File: src/rtl/uart_baud_gen.sv
// Fractional baud tick generator: a phase accumulator (NCO) produces the oversample tick,
// and a slot counter derives the mid-bit sample tick and the bit-boundary tick from it.
module uart_baud_gen #(
    parameter int unsigned CLK_HZ     = 100_000_000,
    parameter int unsigned OVERSAMPLE = 8,
    parameter int unsigned ACC_W      = 32
) (
    input  logic                          clk,
    input  logic                          rst,
    input  logic                          en,
    input  logic                          restart,
    input  logic [2:0]                    baud_sel,
    output logic                          os_tick,
    output logic                          mid_tick,
    output logic                          bit_tick,
    output logic [$clog2(OVERSAMPLE)-1:0] phase
);

    localparam int unsigned PH_W = $clog2(OVERSAMPLE);
    localparam logic [PH_W-1:0] MID_SLOT  = PH_W'(OVERSAMPLE / 2 - 1);
    localparam logic [PH_W-1:0] LAST_SLOT = PH_W'(OVERSAMPLE - 1);

    // Rounded increment: BAUD * OVERSAMPLE * 2^ACC_W / CLK_HZ, done in 64 bits.
    function automatic logic [63:0] calc_inc(input longint unsigned baud);
        logic [63:0] num;
        num = (64'(baud) * 64'(OVERSAMPLE)) << ACC_W;
        return (num + 64'(CLK_HZ / 2)) / 64'(CLK_HZ);
    endfunction

    localparam logic [63:0] INC_TAB [0:7] = '{
        calc_inc(9600),   calc_inc(19200),  calc_inc(38400),  calc_inc(57600),
        calc_inc(115200), calc_inc(230400), calc_inc(460800), calc_inc(921600)
    };

    if (OVERSAMPLE != 8 && OVERSAMPLE != 16) begin : g_bad_os
        $error("uart_baud_gen: OVERSAMPLE must be 8 or 16");
    end

    // Keeping INC below a quarter turn guarantees ticks are never back-to-back.
    for (genvar k = 0; k < 8; k++) begin : g_inc_chk
        if (INC_TAB[k] >= (64'd1 << (ACC_W - 2))) begin : g_bad_inc
            $error("uart_baud_gen: increment too large for ACC_W");
        end
    end

    logic [2:0]       sel_q;
    logic [ACC_W-1:0] acc;
    logic [ACC_W-1:0] inc_sel;
    logic [ACC_W:0]   sum;
    logic             carry;

    assign inc_sel = INC_TAB[sel_q][ACC_W-1:0];
    assign sum     = {1'b0, acc} + {1'b0, inc_sel};
    assign carry   = sum[ACC_W];

    always_ff @(posedge clk or posedge rst) begin
        if (rst) begin
            sel_q    <= 3'd0;
            acc      <= '0;
            phase    <= '0;
            os_tick  <= 1'b0;
            mid_tick <= 1'b0;
            bit_tick <= 1'b0;
        end else begin
            os_tick  <= 1'b0;
            mid_tick <= 1'b0;
            bit_tick <= 1'b0;
            if (restart) begin
                acc   <= '0;
                phase <= '0;
            end else if (baud_sel != sel_q) begin
                // New rate starts from a clean phase; it takes effect next cycle.
                sel_q <= baud_sel;
                acc   <= '0;
                phase <= '0;
            end else if (en) begin
                acc      <= sum[ACC_W-1:0];
                os_tick  <= carry;
                mid_tick <= carry && (phase == MID_SLOT);
                bit_tick <= carry && (phase == LAST_SLOT);
                if (carry) begin
                    phase <= phase + 1'b1;
                end
            end
        end
    end

endmodule
File: config.mk
export PLATFORM = sky130hd
export DESIGN_NAME = uart_baud_gen
export DESIGN_NICKNAME = d
export VERILOG_FILES = /design/src/rtl/uart_baud_gen.sv
export SDC_FILE = /design/constraint.sdc
export NUM_CORES = 1
export LEC_CHECK = 0
export ABC_AREA = 0
export BUFFER_PORTS_ARGS = -buffer_cell sky130_fd_sc_hd__buf_4
export CAP_MARGIN = 20
export CORE_UTILIZATION = 55
export DETAILED_ROUTE_END_ITERATION = 8
export GPL_TIMING_DRIVEN = 0
export PLACE_DENSITY = 0.82
export SKIP_CTS_REPAIR_TIMING = 1
export SYNTH_ARGS = -nofsm -noshare
export SYNTH_HDL_FRONTEND = slang
export SYNTH_SLANG_ARGS = --single-unit
File: constraint.sdc
create_clock -name clk -period 9.9 [get_ports clk]
set_clock_uncertainty 0.05 [all_clocks]
set_input_delay 1.98 -clock clk [delete_from_list [all_inputs] [get_ports clk]]
set_output_delay 1.98 -clock clk [all_outputs]
set_load 0.03 [all_outputs]
After elaboration in Yosys (flattened, before gate mapping). Memory sizes are Yosys's and may differ from the RTL's. Cells that the tools add are included. W data, S select, Z words.

Register bits after elaboration: 41. Memories kept: 1. ROM bits: 512. Output and inout bits: 6.

Memories: (no name shown) (depth 8, bits a word 64, read ports 1, clocked after memory_dff 0, wr ports 0, line 52) `assign inc_sel = INC_TAB[sel_q][ACC_W-1:0];`.

Order comparisons: 1. Add/subtract/negate cells: 2. Bitwise operators: 2. Multiplexer cells: 18. Equal/unequal tests: 3. Reductions and logical operators: 6.

Operator list (count): $mux W32 (5); $add A32 B32 Y33 (1); $mux W3 (4); $mux W1 (9); $reduce_bool A3 Y1 (2); $ge A4 B4 Y1 const B (1); $not A3 Y4 (1); $reduce_and A2 Y1 (2); $add A3 B1 Y3 const B (1); $eq A3 B2 Y1 const B (1); $eq A3 B3 Y1 const B (1); $ne A3 B3 Y1 (1); $logic_and A1 B1 Y1 (2); $not A1 Y1 (1).

Longest topological paths before layout. Gate-level depths: netlist (run 1).

Word-level depth: 9. Gate-level depth with buffers: 13. Depth with buffers taken out: 13.

Worst setup path before layout (run 1). Ideal clock, no wire load.

Kind: input port to flip-flop. From: input port baud_sel[0]. To: register acc[25]. Data arrival time: 3485 ps. Setup slack: 6279 ps. Required time: 9763 ps. Cell stages on the path: 5. Path through: xor2_1 -> nor4_1 -> nand2_1 -> or4_1 -> o211ai_1.

Cells in the longest elaborated chain, start to end: 3. Elaborated cells on any way between the ends: 4. Classes of those cells: 1 x eq/ne; 2 x mux; 1 x reduce/logical.

Ends and longest elaborated chain: start, declared (line 12) `input logic [2:0] baud_sel,`; $ne A3 B3 Y1 * (line 71) `end else if (baud_sel != sel_q) begin`; $mux W32 (line 71); $mux W32 (line 68) `if (restart) begin`; end signal, assigned (line 77) `acc <= sum[ACC_W-1:0];`; end, declared (line 47) `logic [ACC_W-1:0] acc;`.

Mark *: on every way between the ends. The rest lies on a longest branch, timed or not. A chain may end at the register's enable or synchronous reset.

Final worst setup path (run 1).
From: register sel_q[0]. To: register phase[2].

Cells in the longest elaborated chain, start to end: 7. Elaborated cells on any way between the ends: 11. Classes of those cells: 1 x add/sub; 1 x eq/ne; 4 x mux; 1 x bitwise; 3 x reduce/logical; 1 x memory.

Ends and longest elaborated chain: start, declared (line 46) `logic [2:0] sel_q;`; start signal, assigned (line 73) `sel_q <= baud_sel;`; $not A3 Y4 (implied by the code) (line 52); $mem_v2 Z8 W64; $mux W32 (implied by the code) (2 in a row) (line 52); $add A32 B32 Y33 (line 53) `assign sum = {1'b0, acc} + {1'b0, inc_sel};`; $reduce_bool A3 Y1 (no source line); $reduce_and A2 Y1 (no source line); end signal, assigned (line 82) `phase <= phase + 1'b1;`; end, declared (line 16) `output logic [$clog2(OVERSAMPLE)-1:0] phase`.

Several ways; a longest one is shown, not always the timed one. The select of a mux whose other input is x is not followed.

==> implementation parameters, run 1 <==
Parameter                              Value

Run status
  Run status ... complete, no violations

Synthesis
  Most common cell in the netlist ... sky130_fd_sc_hd__a21oi_1
  Leading post-synthesis cells by cell area ... sky130_fd_sc_hd__dfrtp_1, sky130_fd_sc_hd__ha_1, sky130_fd_sc_hd__a21oi_1
  Synth Net Count ... 489
  Instance count of the mapped netlist ... 440
  Share of synthesized flip-flops with an asynchronous set or reset ... 100%
  Mean instance size in the synthesized netlist ... 8.35 um^2
  Synthesis Warnings ... 0
  Number of enable-type register cells in the synthesized netlist ... 0
  Sequential area share after synthesis ... 27.9%
  Flop and latch count out of synthesis ... 41
  Primary flip-flop cell chosen by synthesis mapping ... sky130_fd_sc_hd__dfrtp_1
  Top post-synthesis cells by count ... sky130_fd_sc_hd__a21oi_1, sky130_fd_sc_hd__nor2_1, sky130_fd_sc_hd__nand2_1, sky130_fd_sc_hd__dfrtp_1, sky130_fd_sc_hd__ha_1
  Top cell type's share of synthesized area ... 27.9%
  Post-synthesis cell type with the largest combined area ... sky130_fd_sc_hd__dfrtp_1
  Area of the mapped netlist ... 3670 um^2
  Unique masters post-synth ... 55

Cells and area
  Post-route cell area ... 3940 um^2
  NumNets Final ... 507
  Fraction of layout cells with a size suffix above 1 ... 7.84%
  Area grow syn2layout ... 7.25%
  ANT cells ... 0

Place
  Routability Congestion ... 0.961
  Placed wire-length estimate after detailed placement ... 6.83 mm
  Total cell area at the placement stage ... 3850 um^2
  Count of buffers from port buffering ... 11

Global routing
  Global-route usage over all layers ... 26.7%
  Via count of the first global-routing pass ... 3167
  Wire length of the first global-routing pass ... 15.1 mm
  Number of antenna violations at the first check in global routing ... 0
  Aggregate global routing overflow ... 0
  Largest net degree at the start of global routing ... 42

Drt
  Post-detailed-route wirelength per cell ... 17.0 um
  Vias after detailed routing ... 3424
  DR iter-0 viols ... 241
  Post-detailed-route count of antenna-violating nets ... 0
  Number of remaining DRC errors ... 0
  Wire length after detailed routing ... 9.12 mm
  DRT Pass-1 Iters ... 7
  Number of vias per cell ... 6.39

STA
  Fmax achieved ... 0.247 GHz
  Pins over their slew limit ... 0
  Slew margin rel. ... 39.8%
  Final Hold Viols ... 0
  Slew at the pin closest to its max-slew limit ... 902 ps
  Ratio of final minimum period to clock period ... 40.9%
  Sum Neg Setup Slack ... 0 ps
  Final setup violation count ... 0
  Final min period ... 4050 ps
  RSZ-0062 raised after global routing ... false

Worst hold path
  Number of cells on the worst hold path ... 2
  Hold Crit Class ... flip-flop to flip-flop

Worst setup path
  Crit path launch type ... flip-flop
  Worst Setup End Kind ... flip-flop
  Critical setup path kind ... flip-flop to flip-flop
  Depth of the worst register-to-register path ... 13
  Crit path arrival time ... 4230 ps
  Required time worst endpoint ... 10080 ps
  Peak fanout along the critical path ... 9

CTS
  Clock Root Buffer ... sky130_fd_sc_hd__clkbuf_8
  TritonCTS clock tree ... built
  Clock Tree Buf Depth ... 2
  Sinks on Clock Net ... 41
  Number of buffers inserted during clock tree synthesis ... 5
  Clock-pin slew on the worst setup and hold paths ... 90 ps
  Clock latency on the worst-skew pair ... 310 ps
  CTS H-tree depth ... 2

Job
  Maxcap violations ... 0

Floorplanning
  Number of I/O pins ... 13
  Width of the die ... 83.7 um
  Die Footprint ... 7010 um^2
  Starting Density ... 57.5%
  Rows ... 29
  Chip height ... 83.7 um
  CORE AREA ... 6390 um^2

Power and ir drop
  Static leakage ... 0.00191 uW
  Cell area power density ... 118 nW/um^2
  IR Drop Worst-Case VDD ... 79.0 uV
per-layer routing:
layer | track usage [%] | part of all wire (%) | vias to the layer above
li1 | - | - | 1629
met1 | 37.0 | 45 | 1630
met2 | 41.2 | 46 | 137
met3 | 5.14 | 6.7 | 28
met4 | 10.2 | 2.8 | 0
met5 | 0 | 0 | -
power by group:
part           internal (uW)  switching, uW
logic                   63.3            111
registers                172           5.17
clock network           49.8           66.3
total                    285            182
layout by cell type, fill, tap and decap left out, drive strengths merged, types with 3 or more instances in the layout:
cell and n:
ha 41, nand2 42, nor2b 3, o21a 3, nor3b 3, a31oi 4, and2 5, clkbuf 18
a21o 8, xnor2 12, inv 18, o21ai 28, a21boi 3, mux2 3, nor4 3, o211ai 3
or4 5, nand3 10, a211oi 3, nand4 10, o21bai 6, xor2 11, nor3 8, nor2 44
dfrtp 41, or2 3, mux2i 21, and3 9, buf 14, a21oi 51
worst paths after layout:
| kind | startpoint | endpoint | slack, ps |
|---|---|---|---|
| max in group asynchronous | rst | acc[16] | 7410 |
| max reg2reg | sel_q[0] | phase[2] | 5850 |
| min reg2reg | acc[27] | acc[27] | 450 |
| max | sel_q[0] | phase[2] | 5850 |
| min in group asynchronous | rst | acc[31] | 1820 |
| min | acc[27] | acc[27] | 450 |
stage by stage:
stage	worst slack, ps	utilization [%]	hold slack [ps]	cells	power (uW)
2_1_floorplan	6280	-	405	440	312
3_3_place_gp	5660	60.3	424	528	344
3_5_place_dp	5690	60.3	428	528	350
4_1_cts	5890	61.7	447	536	465
5_1_grt	5600	61.7	488	536	494
6_report	5850	61.7	449	536	467
sequential cells by signal, indices dropped and copies added, names as in the netlist:
signal and flops:
bit_tick 1, acc 32, sel_q 3, mid_tick 1, phase 3, os_tick 1
kinds of logic after synthesis:
logic type / Yosys count / synth area share (%)
DFF: 41 / 27.9
xor gates and xnor gates: 23 / 5.48
and+or+nand+nor: 150 / 19.6
AOI/OAI and AO/OA: 125 / 21.9
muxes: 24 / 6.64
buffers and inverters: 35 / 3.92
adders and majority gates: 42 / 14.5
cell type report:
type                    instances  area, um^2
clock inverters                 2        15.0
inverters                      19        71.3
plain buffers                  16        72.6
flip-flops and latches         41        1030
clock buffers                   6        72.6
repair buffers                 11        82.6
multi-input cells             364        2500
well taps                      77        96.3
fillers                       575        2440
critical path: stages (launching register included):
cell and delay, ps:
sky130_fd_sc_hd__dfrtp_1 560, sky130_fd_sc_hd__inv_1 190, sky130_fd_sc_hd__ha_1 390, sky130_fd_sc_hd__mux2i_1 180, sky130_fd_sc_hd__ha_1 190, sky130_fd_sc_hd__inv_1 50, sky130_fd_sc_hd__fa_1 400, sky130_fd_sc_hd__nand3b_1 210
sky130_fd_sc_hd__a21oi_2 210, sky130_fd_sc_hd__nor3b_2 120, sky130_fd_sc_hd__o41ai_4 620, sky130_fd_sc_hd__a21oi_4 190, sky130_fd_sc_hd__or4_1 520, sky130_fd_sc_hd__o211ai_2 90
Note: power is estimated with default switching activity, not from simulation.
==> inputs of run 2 (changes only) <==
--- a/config.mk
+++ b/config.mk
@@ -5,7 +5,7 @@
 export SDC_FILE = /design/constraint.sdc
 export NUM_CORES = 1
 export LEC_CHECK = 0
-export ABC_AREA = 0
+export ABC_AREA = 1
 export BUFFER_PORTS_ARGS = -buffer_cell sky130_fd_sc_hd__buf_4
 export CAP_MARGIN = 20
 export CORE_UTILIZATION = 55
==> constraint.sdc (replaced) <==
create_clock -name clk -period 4 [get_ports clk]
set_clock_uncertainty 0.05 [all_clocks]
set_input_delay 0.8 -clock clk [delete_from_list [all_inputs] [get_ports clk]]
set_output_delay 0.8 -clock clk [all_outputs]
set_load 0.03 [all_outputs]
==> implementation parameters, run 2 <==
Parameter                              Value

CTS
  Clock latency on the worst-skew pair ... 320 ps (about the same)
  Clock-pin slew on the worst setup and hold paths ... 90 ps (about the same)
  Clock Root Buffer ... sky130_fd_sc_hd__clkbuf_8
  Number of buffers inserted during clock tree synthesis ... 5 (unchanged)
  Clock Tree Buf Depth ... 2 (unchanged)
  Sinks on Clock Net ... 41 (unchanged)
  TritonCTS clock tree ... built
  CTS H-tree depth ... 2 (unchanged)

STA
  Slew at the pin closest to its max-slew limit ... 423 ps (-479 ps)
  Sum Neg Setup Slack ... 0 ps (unchanged)
  Final setup slack of the worst path ... 749 ps (-5100 ps)
  Final Hold Viols ... 0 (unchanged)
  Fmax achieved ... 0.308 GHz (+25%)
  Final setup violation count ... 0 (unchanged)
  Slew margin rel. ... 71.8% (+32 points)
  RSZ-0062 raised after global routing ... false
  Pins over their slew limit ... 0 (unchanged)
  Final min period ... 3250 ps (-799 ps)
  Ratio of final minimum period to clock period ... 81.3% (+40 points)

Worst hold path
  Hold Crit Class ... input pin to async pin

Floorplanning
  Starting Density ... 57.8% (+0.27 points)
  Rows ... 31 (+6.9%)
  Number of I/O pins ... 13 (unchanged)
  Die Footprint ... 8100 um^2 (+16%)
  Width of the die ... 90.0 um (+7.5%)
  CORE AREA ... 7370 um^2 (+15%)
  Chip height ... 90.0 um (+7.5%)

Worst setup path
  Critical setup path kind ... flip-flop to flip-flop
  Most prevalent standard cell on the critical path ... sky130_fd_sc_hd__nand2_1
  Kind of cell adding the most delay to the critical path ... simple AND/OR/NAND/NOR gates
  CP bufs+invs ... 3 (+1)
  Slowest Stage Delay on Critical Path ... 550 ps (-70 ps)
  Crit path arrival time ... 3410 ps (-820 ps)
  Peak fanout along the critical path ... 9 (unchanged)
  Crit path launch type ... flip-flop
  Required time worst endpoint ... 4160 ps (-5920 ps)
  Worst Setup End Kind ... flip-flop
  End of the worst register-to-register path ... phase[2]
  Depth of the worst register-to-register path ... 18 (+5)
  Worst reg2reg startpoint ... sel_q[0]
  Reg2Reg Setup Slack ... 750 ps (-5100 ps)
  Worst path slowest cell ... sky130_fd_sc_hd__dfrtp_1
  Critical path cell sequence ... inv_2 > ha_1 > a21oi_1 > ha_1 > inv_1 > fa_1 > inv_1 > nand3_1 > nand2_1 > nand2_1 > nand2_1 > nand2_1 > nand2_2 > nand2_1 > nand2_2 > nand2_1 > nand3_1 > nand2_1

Power and ir drop
  Cell internal pwr ... 672 uW (+140%)
  IR Drop Worst-Case VDD ... 146 uV (+84%)
  Cell area power density ... 246 nW/um^2 (+110%)
  Combinational Power Share ... 35.0% (-2.2 points)
  Portion of total power attributed to sequential cells ... 38.3% (+0.4 points)
  Switching share of power ... 40.4% (+1.4 points)
  Static leakage ... 0.00285 uW (+50%)
  Clk pwr share ... 26.7% (+1.8 points)
  Net switching power ... 456 uW (+150%)

Synthesis
  Synthesis Warnings ... 0 (unchanged)
  Unique masters post-synth ... 30 (-45%)
  Most common cell in the netlist ... sky130_fd_sc_hd__nand2_1
  Area of the mapped netlist ... 4260 um^2 (+16%)
  Instance count of the mapped netlist ... 732 (+66%)
  Number of enable-type register cells in the synthesized netlist ... 0 (unchanged)
  Primary flip-flop cell chosen by synthesis mapping ... sky130_fd_sc_hd__dfrtp_1
  Leading post-synthesis cells by cell area ... sky130_fd_sc_hd__nand2_1, sky130_fd_sc_hd__dfrtp_1, sky130_fd_sc_hd__inv_1
  Flop and latch count out of synthesis ... 41 (unchanged)
  Share of synthesized flip-flops with an asynchronous set or reset ... 100% (unchanged)
  Post-synthesis cell type with the largest combined area ... sky130_fd_sc_hd__nand2_1
  Top cell type's share of synthesized area ... 27.8% (-0.17 points)
  Sequential area share after synthesis ... 24.1% (-3.8 points)
  Synth Net Count ... 781 (+60%)
  Mean instance size in the synthesized netlist ... 5.82 um^2 (-30%)
  Top post-synthesis cells by count ... sky130_fd_sc_hd__nand2_1, sky130_fd_sc_hd__inv_1, sky130_fd_sc_hd__nor2_1, sky130_fd_sc_hd__dfrtp_1, sky130_fd_sc_hd__ha_1

Cells and area
  Register with the highest flop count ... acc
  Regs by FF count ... acc: 32 flops, phase: 3 flops, sel_q: 3 flops
  Fraction of layout cells with a size suffix above 1 ... 5.44% (-2.4 points)
  Most common library cell in the layout ignoring fill and taps ... sky130_fd_sc_hd__nand2_1
  ANT cells ... 0 (unchanged)
  NumNets Final ... 801 (+58%)
  Final instance count without filler cells ... 852 (+59%)
  Max reg flops ... 32 (unchanged)
  Number of fill cells in the layout ... 690 (+20%)
  Area grow syn2layout ... 7.64%
  Highest-count cells in the layout ignoring fill and taps ... sky130_fd_sc_hd__nand2_1, sky130_fd_sc_hd__inv_1, sky130_fd_sc_hd__nor2_1

Drt
  Wire length after detailed routing ... 11.2 mm (+23%)
  Post-detailed-route count of antenna-violating nets ... 0 (unchanged)
  Post-detailed-route wirelength per cell ... 13.1 um (-23%)
  Number of remaining DRC errors ... 0 (unchanged)
  Number of vias per cell ... 5.28 (-17%)
  DR iter-0 viols ... 346 (+44%)
  Vias after detailed routing ... 4496 (+31%)
  DRT Pass-1 Iters ... 5 (-2)

Run status
  Run status ... complete, no violations

Job
  Maxcap violations ... 0 (unchanged)

Global routing
  Wire length of the first global-routing pass ... 19.3 mm (+28%)
  Largest net degree at the start of global routing ... 29 (-31%)
  Via count of the first global-routing pass ... 4348 (+37%)
  Aggregate global routing overflow ... 0 (unchanged)
  Number of antenna violations at the first check in global routing ... 0 (unchanged)
  Global-route usage over all layers ... 29.9% (+3.3 points)

Place
  Count of buffers from port buffering ... 12 (+1)
  Placement Setup Slack ... 824 ps (-4870 ps)
  Placed wire-length estimate after detailed placement ... 8.87 mm (+30%)
  Cell count after placement ... 844 (+60%)
  Routability Congestion ... 1.02 (+6.6%)
==> run 2: layout make-up <==
cell class,count,area (um^2),share of cell area (%)
inverter,141,529,11.5
sequential,41,1030,22.4
buffer,9,66.3,1.45
timing repair buffer,13,110,2.40
clock buffer,5,68.8,1.50
multi-input combinational,541,2640,57.5
tap,99,124,2.70
clock inverter,3,22.5,0.491
==> run 2: worst max path at each step <==
| stage | to | startpoint | cells after the start |
|---|---|---|---|
| after floorplan | phase[0] | sel_q[0] | 18 |
| after global placement | phase[2] | sel_q[0] | 18 |
| after detailed placement | phase[2] | sel_q[0] | 18 |
| after CTS | phase[2] | sel_q[0] | 18 |
| after global routing | phase[2] | sel_q[1] | 18 |
| final | phase[2] | sel_q[0] | 18 |
==> run 2: logic make-up after synthesis <==
logic type	synth area share (%)
fa+ha+maj	12.5
flops	24.1
mux	0.264
compound gates	7.20
buf+inv	14.0
xor+xnor	1.03
simple gates	40.9
==> run 2: stage by stage <==
| step | utilization (%) | total power (uW) | hold slack, ps | instance area, um^2 |
|---|---|---|---|---|
| after floorplan | - | 726 | 406 | 4260 |
| after global placement | 60.7 | 810 | 421 | 4470 |
| after detailed placement | 61.0 | 825 | 427 | 4490 |
| after CTS | 62.2 | 1120 | 390 | 4590 |
| after global routing | 62.2 | 1200 | 407 | 4590 |
| final | 62.2 | 1130 | 384 | 4590 |
==> run 2: metal layers <==
layer | track usage, % | wire (um)
met4 | 14.2 | 348
met1 | 38.5 | 4900
met2 | 49.7 | 5190
met3 | 3.89 | 751
met5 | 0 | 0
==> run 2: power groups by stage <==
stage | Sequential, uW | Clock, uW | Combinational (uW)
2_1_floorplan | 438 | 0 | 289
3_3_place_gp | 440 | 0 | 370
5_1_grt | 434 | 314 | 450
3_5_place_dp | 440 | 0 | 385
6_report | 432 | 301 | 394
4_1_cts | 432 | 302 | 387
